==> src/rtl/iic_pkg.sv <==
// Shared IIC definitions: address width and the target-side protocol state set,
// common to the IIC master and the register target.
package iic_pkg;

    localparam int IIC_ADDR_W = 7;

    typedef enum logic [2:0] {
        IDLE,
        ADDR,
        ADDR_ACK,
        WR_DATA,
        WR_ACK,
        RD_DATA,
        RD_ACK
    } iic_state_e;

    typedef struct packed {
        logic [7:0] addr;
        logic [7:0] wdata;
        logic       we;
    } iic_reg_req_t;

endpackage

==> src/rtl/iic_line_filter.sv <==
// One bus line: 2-flop synchroniser, FILTER_LEN-sample majority-free glitch filter,
// and single-cycle rise/fall pulses of the filtered level.
module iic_line_filter #(
    parameter int FILTER_LEN = 3
) (
    input  logic clk,
    input  logic rst,
    input  logic i_line,
    output logic o_level,
    output logic o_rise,
    output logic o_fall
);

    logic [1:0]            r_sync;
    logic [FILTER_LEN-1:0] r_hist;
    logic                  r_level;
    logic                  r_prev;
    logic [FILTER_LEN:0]   w_taps;

    assign w_taps = {r_hist, r_sync[1]};

    always_ff @(posedge clk) begin
        if (rst) begin
            r_sync  <= '1;
            r_hist  <= '1;
            r_level <= 1'b1;
            r_prev  <= 1'b1;
        end else begin
            r_sync <= {r_sync[0], i_line};
            r_hist <= w_taps[FILTER_LEN-1:0];
            // Level only moves once every sample in the window agrees.
            if (&r_hist)
                r_level <= 1'b1;
            else if (~|r_hist)
                r_level <= 1'b0;
            r_prev <= r_level;
        end
    end

    assign o_level = r_level;
    assign o_rise  = r_level & ~r_prev;
    assign o_fall  = ~r_level & r_prev;

endmodule

==> src/rtl/iic_slave_reg.sv <==
// IIC register target: 7-bit address, first written byte sets the register
// pointer, later bytes write with auto-increment; reads stream from the pointer.
module iic_slave_reg
    import iic_pkg::*;
#(
    parameter logic [IIC_ADDR_W-1:0] SLAVE_ADDR = 7'h50,
    parameter int                    FILTER_LEN = 3
) (
    input  logic       clk,
    input  logic       rst,
    input  logic       scl_i,
    input  logic       sda_i,
    output logic       sda_o,
    output logic       sda_oe,
    output logic [7:0] reg_addr,
    output logic [7:0] reg_wdata,
    output logic       reg_we,
    output logic       reg_re,
    input  logic [7:0] reg_rdata,
    output logic       busy
);

    logic w_scl, w_scl_rise, w_scl_fall;
    logic w_sda, w_sda_rise, w_sda_fall;

    iic_line_filter #(.FILTER_LEN(FILTER_LEN)) u_scl_filt (
        .clk     (clk),
        .rst     (rst),
        .i_line  (scl_i),
        .o_level (w_scl),
        .o_rise  (w_scl_rise),
        .o_fall  (w_scl_fall)
    );

    iic_line_filter #(.FILTER_LEN(FILTER_LEN)) u_sda_filt (
        .clk     (clk),
        .rst     (rst),
        .i_line  (sda_i),
        .o_level (w_sda),
        .o_rise  (w_sda_rise),
        .o_fall  (w_sda_fall)
    );

    iic_state_e   r_state, w_state_nxt;
    logic [3:0]   r_bitcnt, w_bitcnt_nxt;
    logic [7:0]   r_shift, w_shift_nxt;
    logic         r_oe, w_oe_nxt;
    logic         r_busy, w_busy_nxt;
    logic         r_first, w_first_nxt;
    logic         r_rw, w_rw_nxt;
    iic_reg_req_t r_req, w_req_nxt;
    // Read fetch pipe: [0] request, [1] reg_re strobe, [2] reg_rdata capture.
    logic [2:0]   r_rd_pipe, w_rd_pipe_nxt;

    logic       w_start, w_stop;
    logic [7:0] w_byte;

    assign w_start = w_sda_fall & w_scl;
    assign w_stop  = w_sda_rise & w_scl;
    assign w_byte  = {r_shift[6:0], w_sda};

    always_ff @(posedge clk) begin
        if (rst) begin
            r_state   <= IDLE;
            r_bitcnt  <= '0;
            r_shift   <= '0;
            r_oe      <= 1'b0;
            r_busy    <= 1'b0;
            r_first   <= 1'b0;
            r_rw      <= 1'b0;
            r_req     <= '0;
            r_rd_pipe <= '0;
        end else begin
            r_state   <= w_state_nxt;
            r_bitcnt  <= w_bitcnt_nxt;
            r_shift   <= w_shift_nxt;
            r_oe      <= w_oe_nxt;
            r_busy    <= w_busy_nxt;
            r_first   <= w_first_nxt;
            r_rw      <= w_rw_nxt;
            r_req     <= w_req_nxt;
            r_rd_pipe <= w_rd_pipe_nxt;
        end
    end

    always_comb begin
        w_state_nxt   = r_state;
        w_bitcnt_nxt  = r_bitcnt;
        w_shift_nxt   = r_shift;
        w_oe_nxt      = r_oe;
        w_busy_nxt    = r_busy;
        w_first_nxt   = r_first;
        w_rw_nxt      = r_rw;
        w_req_nxt     = r_req;
        w_req_nxt.we  = 1'b0;
        w_rd_pipe_nxt = {r_rd_pipe[1:0], 1'b0};
        if (r_req.we)
            w_req_nxt.addr = r_req.addr + 8'd1;
        if (r_rd_pipe[2])
            w_shift_nxt = reg_rdata;

        if (w_start) begin
            w_state_nxt  = ADDR;
            w_bitcnt_nxt = '0;
            w_oe_nxt     = 1'b0;
            w_busy_nxt   = 1'b1;
        end else if (w_stop) begin
            w_state_nxt = IDLE;
            w_oe_nxt    = 1'b0;
            w_busy_nxt  = 1'b0;
        end else begin
            unique case (r_state)
                ADDR: if (w_scl_rise) begin
                    w_shift_nxt  = w_byte;
                    w_bitcnt_nxt = r_bitcnt + 4'd1;
                    if (r_bitcnt == 4'd7) begin
                        w_bitcnt_nxt = '0;
                        if (r_shift[6:0] == SLAVE_ADDR) begin
                            w_state_nxt = ADDR_ACK;
                            w_rw_nxt    = w_sda;
                            w_first_nxt = 1'b1;
                        end else begin
                            w_state_nxt = IDLE;
                        end
                    end
                end
                // bitcnt phases: 0 wait fall to drive ACK, 1 wait 9th rise, 2 wait fall to release.
                ADDR_ACK, WR_ACK: begin
                    if (w_scl_fall && r_bitcnt == 4'd0) begin
                        w_oe_nxt     = 1'b1;
                        w_bitcnt_nxt = 4'd1;
                    end else if (w_scl_rise && r_bitcnt == 4'd1) begin
                        w_bitcnt_nxt = 4'd2;
                        if (r_state == ADDR_ACK && r_rw)
                            w_rd_pipe_nxt[0] = 1'b1;
                    end else if (w_scl_fall && r_bitcnt == 4'd2) begin
                        w_bitcnt_nxt = '0;
                        if (r_state == ADDR_ACK && r_rw) begin
                            w_state_nxt = RD_DATA;
                            w_oe_nxt    = ~r_shift[7];
                        end else begin
                            w_state_nxt = WR_DATA;
                            w_oe_nxt    = 1'b0;
                        end
                    end
                end
                WR_DATA: if (w_scl_rise) begin
                    w_shift_nxt  = w_byte;
                    w_bitcnt_nxt = r_bitcnt + 4'd1;
                    if (r_bitcnt == 4'd7) begin
                        w_bitcnt_nxt = '0;
                        w_state_nxt  = WR_ACK;
                        if (r_first) begin
                            w_req_nxt.addr = w_byte;
                            w_first_nxt    = 1'b0;
                        end else begin
                            w_req_nxt.wdata = w_byte;
                            w_req_nxt.we    = 1'b1;
                        end
                    end
                end
                RD_DATA: begin
                    if (w_scl_rise)
                        w_bitcnt_nxt = r_bitcnt + 4'd1;
                    else if (w_scl_fall) begin
                        if (r_bitcnt == 4'd8) begin
                            w_bitcnt_nxt = '0;
                            w_oe_nxt     = 1'b0;
                            w_state_nxt  = RD_ACK;
                        end else begin
                            w_shift_nxt = {r_shift[6:0], 1'b0};
                            w_oe_nxt    = ~r_shift[6];
                        end
                    end
                end
                RD_ACK: begin
                    if (w_scl_rise && r_bitcnt == 4'd0) begin
                        if (!w_sda) begin
                            w_req_nxt.addr   = r_req.addr + 8'd1;
                            w_rd_pipe_nxt[0] = 1'b1;
                            w_bitcnt_nxt     = 4'd1;
                        end else begin
                            w_state_nxt = IDLE;
                        end
                    end else if (w_scl_fall && r_bitcnt == 4'd1) begin
                        w_bitcnt_nxt = '0;
                        w_state_nxt  = RD_DATA;
                        w_oe_nxt     = ~r_shift[7];
                    end
                end
                default: ;
            endcase
        end
    end

    assign sda_o     = 1'b0;
    assign sda_oe    = r_oe;
    assign reg_addr  = r_req.addr;
    assign reg_wdata = r_req.wdata;
    assign reg_we    = r_req.we;
    assign reg_re    = r_rd_pipe[1];
    assign busy      = r_busy;

endmodule

==> config.mk <==
export PLATFORM = sky130hd
export DESIGN_NAME = iic_slave_reg
export DESIGN_NICKNAME = d
export VERILOG_FILES = /design/src/rtl/iic_pkg.sv /design/src/rtl/iic_line_filter.sv /design/src/rtl/iic_slave_reg.sv
export SDC_FILE = /design/constraint.sdc
export NUM_CORES = 1
export LEC_CHECK = 0
export ABC_AREA = 1
export BUFFER_PORTS_ARGS = -buffer_cell sky130_fd_sc_hd__buf_2
export CAP_MARGIN = 10
export CORE_MARGIN = 2
export CORE_UTILIZATION = 30
export CTS_BUF_LIST = sky130_fd_sc_hd__clkbuf_8
export DETAILED_ROUTE_END_ITERATION = 16
export PLACE_DENSITY_LB_ADDON = 0.08
export SLEW_MARGIN = 20
export SYNTH_ARGS = -nofsm -noshare
export SYNTH_HDL_FRONTEND = slang
export SYNTH_SLANG_ARGS = --single-unit
export TNS_END_PERCENT = 5
==> constraint.sdc <==
create_clock -name clk -period 1.67 [get_ports clk]
set_clock_uncertainty 0.1 [all_clocks]
set_input_delay 0.334 -clock clk [delete_from_list [all_inputs] [get_ports clk]]
set_output_delay 0.334 -clock clk [all_outputs]
set_load 0.01 [all_outputs]
Word level (Yosys, flattened, before mapping)
Index checks and enable logic that the tools add are counted.

storage, ports and cells
  bits in registers = 53
  logic and storage cells = 190
  output and inout bits = 21
  input port bits = 12

operators by class
  add/sub/neg operators = 2
  mux-type cells = 73
  bitwise logic cells = 18
  equality and inequality tests = 45
  reduce and logical (&&, ||, !) cells = 31

operator list
  operator               count
  $mux W8                11
  $mux W17               4
  $mux W4                11
  $ne A4 B4 Y1 const B   11
  $mux W3                14
  $pmux W8 S2            2
  $ne A2 B2 Y1 const B   13
  $reduce_and A13 Y1     2
  $mux W1                23
  $mux W9                2
  $ne A3 B3 Y1 const B   6
  $pmux W4 S4            1
  $reduce_and A8 Y1      2
  $pmux W3 S5            1
  $not A1 Y1             12
  $reduce_and A6 Y1      2
  $reduce_or A2 Y1       5
  $eq A3 B3 Y1 const B   3
  $reduce_or A3 Y1       3
  $add A8 B1 Y8 const B  1
  $eq A7 B7 Y1 const B   1
  $reduce_and A7 Y1      1
  $reduce_bool A7 Y1     1
  $and A1 B1 Y1          6
  other kinds (22)       31

Depth between registers and ports, before layout
Gate-level depths: netlist (run 1).

  word-level depth = 9
  mapped depth = 12
  mapped depth without buffers = 12

Modules after synthesis
Synthesis (run 1) repeated with hierarchy kept, for this count alone.

second synthesis, totals
  cell total of the unflattened synthesis = 476
  area, all modules = 3,001.6 um^2

modules (own cells, without submodules)
  module           instances  sequential area each (um^2)  area an instance (um^2)  cells each
  iic_slave_reg    1          780.7                        2,558.7                  424
  iic_line_filter  2          140.1                        221.5                    26

Worst setup path before layout (run 1)
No wires, ideal clock.

  path kind = register to register
  start point = reg r_bitcnt[1]
  end point = reg r_req, in the netlist reg_addr[3]
  path buffers = 0
  setup slack = 0.038 ns
  data required time = 1.512 ns
  clock period less this slack = 1.632 ns
  data arrival time = 1.474 ns
  cell stages (with the launch flop) = 12
  setup time = 0.058 ns
  cell sequence = dfxtp_1 -> ha_1 -> nand3_1 -> nor2_1 -> nand2_1 -> nor2_1 -> inv_1 -> nor2_1 -> a21oi_1 -> nand2_1 -> nand2_1 -> nand2_1

between the ends
  longest elaborated chain between the ends = 6
  elaborated cells on any way between the ends = 9
  classes of those cells = 1 x eq/ne; 6 x mux; 2 x reduce/logical

RTL lines
  element                                                  line                                        source
  start, declared                                          iic_slave_reg.sv:45                         logic [3:0] r_bitcnt, w_bitcnt_nxt;
  start signal, assigned                                   iic_slave_reg.sv:75                         r_bitcnt <= w_bitcnt_nxt;
  $eq A4 B3 Y1 / $logic_not A4 Y1 (equally long branches)  iic_slave_reg.sv:150, iic_slave_reg.sv:177
  $mux W17 / $logic_and A1 B1 Y1 (equally long branches)   iic_slave_reg.sv:150, iic_slave_reg.sv:177
  $mux W17 / $mux W8 (equally long branches)               iic_slave_reg.sv:147, iic_slave_reg.sv:177
  $pmux W8 S2 (*)                                          iic_slave_reg.sv:112                        unique case (r_state)
  $mux W17 (*)                                             iic_slave_reg.sv:107                        end else if (w_stop) begin
  $mux W17 (*)                                             iic_slave_reg.sv:102                        if (w_start) begin
  end signal, assigned                                     iic_slave_reg.sv:81                         r_req <= w_req_nxt;
  end, declared                                            iic_slave_reg.sv:51                         iic_reg_req_t r_req, w_req_nxt;

Mark *: on every way between the ends. The rest lies on a longest branch, timed or not.
A chain may end at the register's enable or synchronous reset.

Final worst setup path (run 1)
  start point = reg r_bitcnt[1]
  end point = reg r_bitcnt[2]

between the ends
  longest elaborated chain between the ends = 5
  elaborated cells on any way between the ends = 23
  classes of those cells = 1 x add/sub; 8 x eq/ne; 7 x mux; 7 x reduce/logical

RTL lines
  element
  branches (longest 5 deep; another with $add A4 B1 Y4)

Parallel ways; which one is timed is not known. The select of a mux whose other input is x is not followed.

==> impl_metrics.prom, run 1 <==
# TYPE chip_impl_metric gauge
chip_impl_info{name="outcome",value="finished with violations"} 1
chip_impl_info{name="failed_checks",value="negative setup slack"} 1
chip_impl_metric{name="dr_total_vias",unit=""} 3261
chip_impl_metric{name="synth-xor-area-share",unit=""} 0.01158
chip_impl_info{name="timing.rr.start",value="r_bitcnt[1]"} 1
chip_impl_metric{name="die-width",unit="um"} 104.4
chip_impl_metric{name="fmax",unit="GHz"} 0.5984
chip_impl_metric{name="worst_slack",unit="ns"} -0.001251
chip_impl_metric{name="cp_data_required_time",unit="ns"} 1.79
chip_impl_metric{name="grt_pass1_vias",unit=""} 3108
chip_impl_metric{name="cts.hold.buffers_added",unit=""} 0
chip_impl_metric{name="critical_path_arrival",unit="ns"} 1.79
chip_impl_metric{name="power.internal",unit="mW"} 2.100
chip_impl_metric{name="antenna_violations_before_repair",unit=""} 0
chip_impl_metric{name="timing_max_transition_violations_final",unit=""} 0
chip_impl_metric{name="synth_cell_type_count",unit=""} 38
chip_impl_metric{name="ys_seq_elements",unit=""} 53
chip_impl_metric{name="synth_compound_gate_area_share",unit=""} 0.1655
chip_impl_metric{name="area_delta_synth_final",unit="%"} 43.15
chip_impl_metric{name="synth.yosys.warnings",unit=""} 0
chip_impl_metric{name="drt.antenna.violating_nets",unit=""} 0
chip_impl_metric{name="power.share.combinational",unit=""} 0.274
chip_impl_metric{name="viasPerCell",unit=""} 4.685
chip_impl_info{name="setup.worst_path.start",value="r_bitcnt[1]"} 1
chip_impl_info{name="worst_path_cell_trace",value="inv_4 > ha_4 > nand2_2 > nor2_2 > buf_4 > nand3_1 > nand2_1 > nor2_4 > nand2_4 > o21ai_2 > nor2_1"} 1
chip_impl_metric{name="power.density",unit="mW/mm^2"} 715.3
chip_impl_metric{name="die_y",unit="um"} 104.4
chip_impl_metric{name="drv_cap",unit=""} 0
chip_impl_info{name="worstSetupPathType",value="flip-flop to flip-flop"} 1
chip_impl_metric{name="cts-root-to-sink-buffers",unit=""} 2
chip_impl_metric{name="worstSkewPairLatency",unit="ns"} 0.32
chip_impl_metric{name="synth_cells",unit=""} 458
chip_impl_info{name="worst_setup_path_endpoint",value="r_bitcnt[2]"} 1
chip_impl_metric{name="worst_path_largest_cell_delay",unit="ns"} 0.41
chip_impl_metric{name="worst_r2r_path_cells",unit=""} 11
chip_impl_info{name="worstHoldPathType",value="primary input to flip-flop"} 1
chip_impl_info{name="final_common_cell",value="sky130_fd_sc_hd__nand2_1"} 1
chip_impl_metric{name="cts_inserted_buffers",unit=""} 5
chip_impl_info{name="synth.top_cells.by_area",value="sky130_fd_sc_hd__dfxtp_1 35%, sky130_fd_sc_hd__nand2_1 15%, sky130_fd_sc_hd__inv_1 6.2%"} 1
chip_impl_metric{name="io-pin-count",unit=""} 33
chip_impl_metric{name="syn-cell-area",unit="mm^2"} 0.003024
chip_impl_metric{name="met2_usage",unit=""} 0.2773
chip_impl_metric{name="initial_utilization",unit=""} 0.3094
chip_impl_metric{name="place_worst_setup_slack",unit="ns"} -0.3394
chip_impl_metric{name="regArea",unit="mm^2"} 0.001076
chip_impl_metric{name="floorplan.core_area",unit="mm^2"} 0.009774
chip_impl_metric{name="ir_worst_vdd",unit="V"} 0.0004618
chip_impl_metric{name="final_setup_fails",unit=""} 1
chip_impl_metric{name="cts.sinks",unit=""} 53
chip_impl_metric{name="report.final.hold_viol_count",unit=""} 0
chip_impl_metric{name="multiInputGateArea",unit="mm^2"} 0.001987
chip_impl_metric{name="global_route.usage.met1",unit=""} 0.2566
chip_impl_metric{name="final.period_utilization",unit=""} 1.001
chip_impl_info{name="rsz_0062_raised_after_global_routing",value="yes"} 1
chip_impl_metric{name="power_switching_share",unit=""} 0.3219
chip_impl_metric{name="post-route-drc-count",unit=""} 0
chip_impl_metric{name="clk_pin_slew_worst_paths",unit="ns"} 0.10
chip_impl_metric{name="post_synthesis_mux_area_share",unit=""} 0
chip_impl_metric{name="synth-adder-area-share",unit=""} 0.02069
chip_impl_metric{name="fp.dieArea",unit="mm^2"} 0.01090
chip_impl_info{name="cell_with_the_largest_stage_delay_on_the_worst_path",value="sky130_fd_sc_hd__dfxtp_4"} 1
chip_impl_metric{name="netlist.area_leader.share",unit=""} 0.3508
chip_impl_info{name="globalRoute.busiestLayer",value="met2"} 1
chip_impl_metric{name="critPathMaxFanout",unit=""} 5
chip_impl_metric{name="min_period",unit="ns"} 1.671
chip_impl_metric{name="grt_start_max_net_pins",unit=""} 22
chip_impl_metric{name="dr.first_iter.drc_count",unit=""} 117
chip_impl_metric{name="power_frac_seq",unit=""} 0.428
chip_impl_info{name="tritoncts",value="built"} 1
chip_impl_metric{name="synthesis.nets",unit=""} 475
chip_impl_metric{name="clock_tree.htree_level_count",unit=""} 2
chip_impl_metric{name="overall_fraction_of_global_route_tracks_in_use",unit=""} 0.1769
chip_impl_info{name="clock_tree.root_cell",value="sky130_fd_sc_hd__clkbuf_8"} 1
chip_impl_info{name="cp-end-kind",value="flip-flop"} 1
chip_impl_metric{name="n_antenna_cell",unit=""} 0
chip_impl_metric{name="drt_wl_total",unit="um"} 9386
chip_impl_metric{name="yosys.area_share.simple",unit=""} 0.3633
chip_impl_metric{name="grt_pass1_wl",unit="um"} 15560
chip_impl_metric{name="grt.overflow.total",unit=""} 0
chip_impl_metric{name="clock_network_fraction_of_total_power",unit=""} 0.298
chip_impl_info{name="final_cell_mix",value="98 x sky130_fd_sc_hd__nand2_1, 71 x sky130_fd_sc_hd__buf_4, 45 x sky130_fd_sc_hd__dfxtp_1, 44 x sky130_fd_sc_hd__inv_1"} 1
chip_impl_metric{name="routability_congestion_estimate",unit=""} 0.8398
chip_impl_metric{name="fillerInstances",unit=""} 1042
chip_impl_metric{name="layout-drive-gt1-share",unit=""} 0.3801
chip_impl_metric{name="met3_track_demand_over_resource_in_global_routing",unit=""} 0.02193
chip_impl_metric{name="row_count",unit=""} 36
chip_impl_metric{name="numPlacedInstances",unit=""} 687
chip_impl_metric{name="synth_sequential_area_ratio",unit=""} 0.3508
chip_impl_metric{name="instances_no_fill",unit=""} 696
chip_impl_info{name="startpoint_class_of_the_critical_path",value="flip-flop"} 1
chip_impl_info{name="largest_family_of_logic_cells_by_synthesized_area",value="simple AND/OR/NAND/NOR gates"} 1
chip_impl_info{name="r2r-end",value="r_bitcnt[2]"} 1
chip_impl_metric{name="wire_per_inst",unit="um"} 13.49
chip_impl_metric{name="post_synth.cell_area_avg",unit="um^2"} 6.603
chip_impl_metric{name="place_hpwl",unit="um"} 7242
chip_impl_metric{name="numPortBuffers",unit=""} 31
chip_impl_metric{name="nNetsFinal",unit=""} 580
chip_impl_metric{name="power_leakage",unit="nW"} 2.040
chip_impl_metric{name="drt_pass1_iterations",unit=""} 4
chip_impl_metric{name="switching_power",unit="mW"} 0.9970
chip_impl_info{name="largest_area_contributor_in_the_synthesized_netlist",value="sky130_fd_sc_hd__dfxtp_1"} 1
chip_impl_metric{name="ff2ff_setup_slack",unit="ns"} -0.001
-- worst max-delay path: cells and delay by family, from the launching register on --
family          cells  cell delay (ns)
compound gates      1             0.11
simple gates        7             0.62
fa+ha+maj           1             0.16
flops               1             0.41
buf+inv             2             0.17
-- state kept, by name (all words and copies together) (netlist names), 3 cells and up --
signal / cells
u_sda_filt.r_hist: 3
r_rd_pipe: 3
u_scl_filt.r_hist: 3
r_state: 3
r_shift: 8
reg_addr: 8
reg_wdata: 8
r_bitcnt: 4
-- power by group through the flow --
stage,combinational (mW),sequential (mW),clock (mW)
floorplan,0.377,1.36,0
global placement,0.651,1.35,0
detailed placement,0.647,1.35,0
CTS,0.733,1.32,0.951
global route,0.938,1.33,1.01
finish,0.848,1.33,0.922
-- cell type report --
class | instances | area share
flip-flops and latches | 53 | 0.2486
clock inverters | 2 | 0.008960
well taps | 133 | 0.03844
repair buffers | 108 | 0.1786
multi-input cells | 338 | 0.4590
inverters | 57 | 0.05058
clock buffers | 5 | 0.01590
-- how the worst min path moves through the flow --
stage,end,cells after the start,start,slack [ns]
after floorplan,r_rd_pipe[1],2,r_rd_pipe[0],0.29
after global placement,u_scl_filt.r_hist[0],1,u_scl_filt.r_sync[1],0.29
after detailed placement,u_scl_filt.r_sync[1],1,u_scl_filt.r_sync[0],0.30
after CTS,u_scl_filt.r_sync[0],2,scl_i,0.09
after global routing,u_sda_filt.r_sync[0],2,sda_i,0.09
final,u_scl_filt.r_sync[0],2,scl_i,0.09
-- synthesized netlist by cell type --
| cell | number |
|---|---|
| sky130_fd_sc_hd__a21oi_2 | 1 |
| sky130_fd_sc_hd__nor2_4 | 4 |
| sky130_fd_sc_hd__nor3_1 | 7 |
| sky130_fd_sc_hd__or2_2 | 10 |
| sky130_fd_sc_hd__o21ai_0 | 29 |
| sky130_fd_sc_hd__o21bai_1 | 2 |
| sky130_fd_sc_hd__nand2_2 | 3 |
| sky130_fd_sc_hd__nor4_1 | 1 |
| sky130_fd_sc_hd__inv_1 | 50 |
| sky130_fd_sc_hd__a21boi_0 | 2 |
| sky130_fd_sc_hd__a21oi_1 | 26 |
| sky130_fd_sc_hd__nand3_1 | 37 |
| sky130_fd_sc_hd__a41oi_1 | 1 |
| sky130_fd_sc_hd__o22ai_1 | 6 |
| sky130_fd_sc_hd__conb_1 | 1 |
| sky130_fd_sc_hd__inv_2 | 7 |
| sky130_fd_sc_hd__a211oi_1 | 1 |
| sky130_fd_sc_hd__nand4_1 | 6 |
| sky130_fd_sc_hd__nor2_1 | 42 |
| sky130_fd_sc_hd__xor2_1 | 1 |
| sky130_fd_sc_hd__and3_1 | 2 |
| sky130_fd_sc_hd__nor3_4 | 3 |
| sky130_fd_sc_hd__buf_2 | 3 |
| sky130_fd_sc_hd__nand3b_1 | 1 |
| sky130_fd_sc_hd__buf_4 | 2 |
| sky130_fd_sc_hd__a22oi_1 | 1 |
| sky130_fd_sc_hd__nor2_2 | 4 |
| sky130_fd_sc_hd__or2_1 | 1 |
| sky130_fd_sc_hd__dfxtp_1 | 53 |
| sky130_fd_sc_hd__xnor2_1 | 3 |
| sky130_fd_sc_hd__nand2_1 | 120 |
| sky130_fd_sc_hd__o21a_1 | 1 |
| sky130_fd_sc_hd__o211a_1 | 1 |
| sky130_fd_sc_hd__o21ai_1 | 5 |
| sky130_fd_sc_hd__a21boi_1 | 1 |
| sky130_fd_sc_hd__ha_1 | 5 |
| sky130_fd_sc_hd__clkbuf_1 | 5 |
| sky130_fd_sc_hd__o211ai_1 | 10 |
-- cell families (layout without fill, tap and decap cells) --
family,Yosys count,count (layout)
compound gates,87,87
xor+xnor,4,4
fa+ha+maj,5,5
buf+inv,67,172
flops,53,53
other cells,1,1
simple gates,241,241
-- per-layer routing --
layer,up-vias,share of wire
li1,1709,-
met1,1487,0.51
met2,59,0.44
met3,6,0.033
met4,0,0.010
met5,-,0
-- per-stage QoR --
| step | hold WS (ns) | TNS [ns] | total power, mW | utilization | cell area, um^2 |
|---|---|---|---|---|---|
| detailed placement | 0.2983 | -5.373 | 1.994 | 0.3962 | 3872 |
| global placement | 0.2916 | -4.710 | 1.998 | 0.3962 | 3872 |
| floorplan | 0.2883 | 0 | 1.732 | - | 3024 |
| CTS | 0.08582 | -0.06943 | 3.008 | 0.4246 | 4150 |
| global route | 0.09100 | -2.024 | 3.280 | 0.4429 | 4329 |
| finish | 0.09321 | -0.001251 | 3.097 | 0.4429 | 4329 |
-- repair_timing --
action | in CTS | in global routing
setup buffers | 2 | 1
pin swaps | 17 | 29
hold endpoints to repair | 0 | 0
setup endpoints to repair | 33 | 32
resized for setup | 52 | 47
No activity file was read; power rests on OpenSTA's default activity.
==> inputs of run 2 (changes only) <==
--- a/config.mk
+++ b/config.mk
@@ -5,7 +5,6 @@
 export SDC_FILE = /design/constraint.sdc
 export NUM_CORES = 1
 export LEC_CHECK = 0
-export ABC_AREA = 1
 export BUFFER_PORTS_ARGS = -buffer_cell sky130_fd_sc_hd__buf_2
 export CAP_MARGIN = 10
 export CORE_MARGIN = 2
==> constraint.sdc (replaced) <==
create_clock -name clk -period 1.67 [get_ports clk]
set_clock_uncertainty 0.1 [all_clocks]
set_input_delay 0.167 -clock clk [delete_from_list [all_inputs] [get_ports clk]]
set_output_delay 0.167 -clock clk [all_outputs]
set_load 0.01 [all_outputs]
==> run 2 against run 1 <==
  * The run still ends with negative setup slack left
  * Via count shrank 16%
  * Hold slack got worse by 0.056 ns
  * Highest routed layer unchanged
  * Synthesized cell count down 28%
  * Sequential power hardly changed
  * Setup slack worse by 0.31 ns
  * Largest power group unchanged
  * First-iteration DRC count decreased by 16%
  * Critical endpoint is now r_state[0]
  * Final cell count fell by 19%
==> impl_metrics.prom, run 2 <==
# TYPE chip_impl_metric gauge
chip_impl_metric{name="grt_pass1_vias",unit=""} 2516
chip_impl_metric{name="power_leakage",unit="nW"} 1.714
chip_impl_metric{name="cts.sinks",unit=""} 53
chip_impl_metric{name="die_y",unit="um"} 103.5
chip_impl_metric{name="fmax",unit="GHz"} 0.5039
chip_impl_metric{name="power.internal",unit="mW"} 2.134
chip_impl_metric{name="regArea",unit="mm^2"} 0.001079
chip_impl_metric{name="floorplan.core_area",unit="mm^2"} 0.009684
chip_impl_metric{name="ys_seq_elements",unit=""} 53
chip_impl_metric{name="grt_start_max_net_pins",unit=""} 21
chip_impl_metric{name="io-pin-count",unit=""} 33
chip_impl_metric{name="cts_inserted_buffers",unit=""} 5
chip_impl_metric{name="cts-root-to-sink-buffers",unit=""} 2
chip_impl_metric{name="worst_slack",unit="ns"} -0.3145
chip_impl_info{name="setup.worst_path.start",value="r_bitcnt[1]"} 1
chip_impl_info{name="final_common_cell",value="sky130_fd_sc_hd__buf_4"} 1
chip_impl_info{name="timing.rr.start",value="r_bitcnt[1]"} 1
chip_impl_metric{name="clk_pin_slew_worst_paths",unit="ns"} 0.11
chip_impl_metric{name="asyncSetResetFlopFracSynth",unit=""} 0
chip_impl_metric{name="synth.yosys.warnings",unit=""} 0
chip_impl_metric{name="switching_power",unit="mW"} 0.8775
chip_impl_info{name="synth.top_cells.by_area",value="sky130_fd_sc_hd__dfxtp_1 36%, sky130_fd_sc_hd__mux2i_1 6.1%, sky130_fd_sc_hd__nor2_1 4.7%"} 1
chip_impl_metric{name="hold_ws",unit="ns"} 0.03689
chip_impl_info{name="cp-end-kind",value="flip-flop"} 1
chip_impl_metric{name="drt_pass1_iterations",unit=""} 4
chip_impl_metric{name="worst_path_largest_cell_delay",unit="ns"} 0.39
chip_impl_metric{name="row_count",unit=""} 36
chip_impl_metric{name="timing_max_transition_violations_final",unit=""} 0
chip_impl_info{name="hold_path.startpoint",value="rst"} 1
chip_impl_metric{name="nNetsFinal",unit=""} 444
chip_impl_metric{name="routability_congestion_estimate",unit=""} 0.8288
chip_impl_metric{name="antenna_violations_before_repair",unit=""} 0
chip_impl_metric{name="power.density",unit="mW/mm^2"} 731.9
chip_impl_metric{name="viasPerCell",unit=""} 4.897
chip_impl_metric{name="dr_total_vias",unit=""} 2747
chip_impl_metric{name="multiInputGateArea",unit="mm^2"} 0.001926
chip_impl_metric{name="report.final.hold_viol_count",unit=""} 0
chip_impl_metric{name="post-route-drc-count",unit=""} 0
chip_impl_metric{name="drv_cap",unit=""} 0
chip_impl_metric{name="clock_network_fraction_of_total_power",unit=""} 0.312
chip_impl_metric{name="drt_wl_total",unit="um"} 8298
chip_impl_metric{name="fp.dieArea",unit="mm^2"} 0.01071
chip_impl_metric{name="min_period",unit="ns"} 1.984
chip_impl_metric{name="synth_cell_type_count",unit=""} 69
chip_impl_metric{name="final.period_utilization",unit=""} 1.188
chip_impl_metric{name="die-width",unit="um"} 103.5
chip_impl_metric{name="postLayoutCellArea",unit="mm^2"} 0.004114
chip_impl_info{name="rsz_0062_raised_after_global_routing",value="yes"} 1
chip_impl_metric{name="final_setup_fails",unit=""} 32
chip_impl_metric{name="synth_sequential_area_ratio",unit=""} 0.3574
chip_impl_info{name="outcome",value="finished with violations"} 1
chip_impl_metric{name="area_delta_synth_final",unit="%"} 38.56
chip_impl_metric{name="power_frac_seq",unit=""} 0.447
chip_impl_info{name="failed_checks",value="negative setup slack"} 1
chip_impl_metric{name="power.share.combinational",unit=""} 0.241
chip_impl_metric{name="ir_worst_vdd",unit="V"} 0.0003444
chip_impl_metric{name="drt.antenna.violating_nets",unit=""} 0
chip_impl_info{name="worstHoldPathType",value="primary input to flip-flop"} 1
chip_impl_metric{name="synthesis.nets",unit=""} 349
chip_impl_metric{name="place_area",unit="mm^2"} 0.003719
chip_impl_metric{name="numPortBuffers",unit=""} 31
chip_impl_metric{name="layout-drive-gt1-share",unit=""} 0.4393
chip_impl_info{name="tritoncts",value="built"} 1
chip_impl_metric{name="netlist.area_leader.share",unit=""} 0.3574
chip_impl_metric{name="worstSkewPairLatency",unit="ns"} 0.31
chip_impl_info{name="cell_with_the_largest_stage_delay_on_the_worst_path",value="sky130_fd_sc_hd__dfxtp_4"} 1
chip_impl_metric{name="power_switching_share",unit=""} 0.2914
chip_impl_metric{name="wire_per_inst",unit="um"} 14.79
chip_impl_metric{name="synth-edff-count",unit=""} 0
chip_impl_metric{name="grt_pass1_wl",unit="um"} 13400
chip_impl_metric{name="fillerInstances",unit=""} 956
chip_impl_metric{name="critPathMaxFanout",unit=""} 4
chip_impl_metric{name="initial_utilization",unit=""} 0.3066
chip_impl_metric{name="critical_path_arrival",unit="ns"} 2.10
chip_impl_info{name="startpoint_class_of_the_critical_path",value="flip-flop"} 1
chip_impl_info{name="ys.flop_type",value="sky130_fd_sc_hd__dfxtp_1"} 1
chip_impl_metric{name="syn-cell-area",unit="mm^2"} 0.002969
chip_impl_metric{name="place_hpwl",unit="um"} 6216
chip_impl_info{name="clock_tree.root_cell",value="sky130_fd_sc_hd__clkbuf_8"} 1
chip_impl_metric{name="dr.first_iter.drc_count",unit=""} 98
chip_impl_info{name="largest_area_contributor_in_the_synthesized_netlist",value="sky130_fd_sc_hd__dfxtp_1"} 1
chip_impl_metric{name="cp_data_required_time",unit="ns"} 1.78
chip_impl_metric{name="clock_tree.htree_level_count",unit=""} 2
chip_impl_metric{name="post_synth.cell_area_avg",unit="um^2"} 8.943
chip_impl_metric{name="overall_fraction_of_global_route_tracks_in_use",unit=""} 0.1638
chip_impl_info{name="worstSetupPathType",value="flip-flop to flip-flop"} 1
chip_impl_info{name="synth.most_common_cell",value="sky130_fd_sc_hd__dfxtp_1"} 1
chip_impl_metric{name="n_antenna_cell",unit=""} 0
chip_impl_metric{name="grt.overflow.total",unit=""} 0
chip_impl_metric{name="synth_cells",unit=""} 332
chip_impl_info{name="netlist_top_cells_count",value="53 x sky130_fd_sc_hd__dfxtp_1, 37 x sky130_fd_sc_hd__nor2_1, 21 x sky130_fd_sc_hd__nand2_1"} 1
chip_impl_info{name="worst_path_cell_trace",value="inv_4 > ha_4 > and3b_2 > o211a_4 > o221a_1 > nand2_2 > mux2_4"} 1
chip_impl_info{name="final_cell_mix",value="72 x sky130_fd_sc_hd__buf_4, 45 x sky130_fd_sc_hd__dfxtp_1, 33 x sky130_fd_sc_hd__nor2_1, 31 x sky130_fd_sc_hd__buf_2, 19 x sky130_fd_sc_hd__nand2_1"} 1
## run 2: logic make-up after synthesis
group	Yosys count	share of synthesized area
fa+ha+maj	5	0.02107
mux	20	0.06827
flops	53	0.3574
compound gates	71	0.1837
simple gates	133	0.2579
buf+inv	33	0.06321
other cells	1	0.001263
xor+xnor	16	0.04720
## run 2: metal layers
layer	vias up	routed length (um)	global-route usage
met2	50	3670	0.2417
li1	1386	-	-
met3	2	269	0.02218
met5	-	0	0
met1	1309	4323	0.2517
met4	0	35	0.03644
## run 2: repair_timing
item                       4_1_cts  5_1_grt
buffers inserted                 1        4
hold buffers                     2        0
pin swaps                        3       12
setup endpoints to repair       36       36
hold endpoints to repair         2        0
gates resized for setup         10       43
## run 2: area by class of cell
cell class                 instances  share of cell area
clock buffer                       5             0.01673
clock inverter                     3             0.01156
inverter                          11             0.01125
multi-input combinational        246              0.4681
sequential                        53              0.2622
tap                              133             0.04045
timing repair buffer             110              0.1898
## run 2: worst max-delay path, delay by kind of cell, from the launching register on
family	cells	cell delay, ns
AO/OA/AOI/OAI	2	0.55
adder cells (fa/ha/maj)	1	0.17
buffers and inverters	1	0.04
flip-flops	1	0.39
multiplexers	1	0.30
AND/OR/NAND/NOR	2	0.33
## run 2: worst paths after layout
check | to | slack (ns) | depth (start not counted)
worst max-delay path | r_state[0] | -0.31 | 7
worst max register to register | r_state[0] | -0.31 | 7
worst min register to register | u_scl_filt.r_hist[0] | 0.32 | 1
worst min-delay path | u_scl_filt.r_prev | 0.04 | 2
## run 2: metrics by stage
| step | cells | TNS [ns] | worst slack, ns | power [mW] | util |
|---|---|---|---|---|---|
| after global placement | 546 | -6.736 | -0.2826 | 1.972 | 0.3840 |
| final | 561 | -4.806 | -0.3145 | 3.011 | 0.4248 |
| after global routing | 561 | -8.232 | -0.3826 | 3.186 | 0.4248 |
| after CTS | 557 | -7.149 | -0.3077 | 2.952 | 0.4040 |
| after detailed placement | 546 | -7.351 | -0.3208 | 1.971 | 0.3840 |
| after floorplan | 332 | -2.587 | -0.2060 | 1.761 | - |
## run 2: power groups by stage
stage	Clock [mW]	Combinational, mW	Sequential (mW)
final	0.941	0.726	1.34
after global routing	1.04	0.793	1.35
after CTS	0.980	0.633	1.34
after detailed placement	0	0.603	1.37
after global placement	0	0.605	1.37
after floorplan	0	0.410	1.35
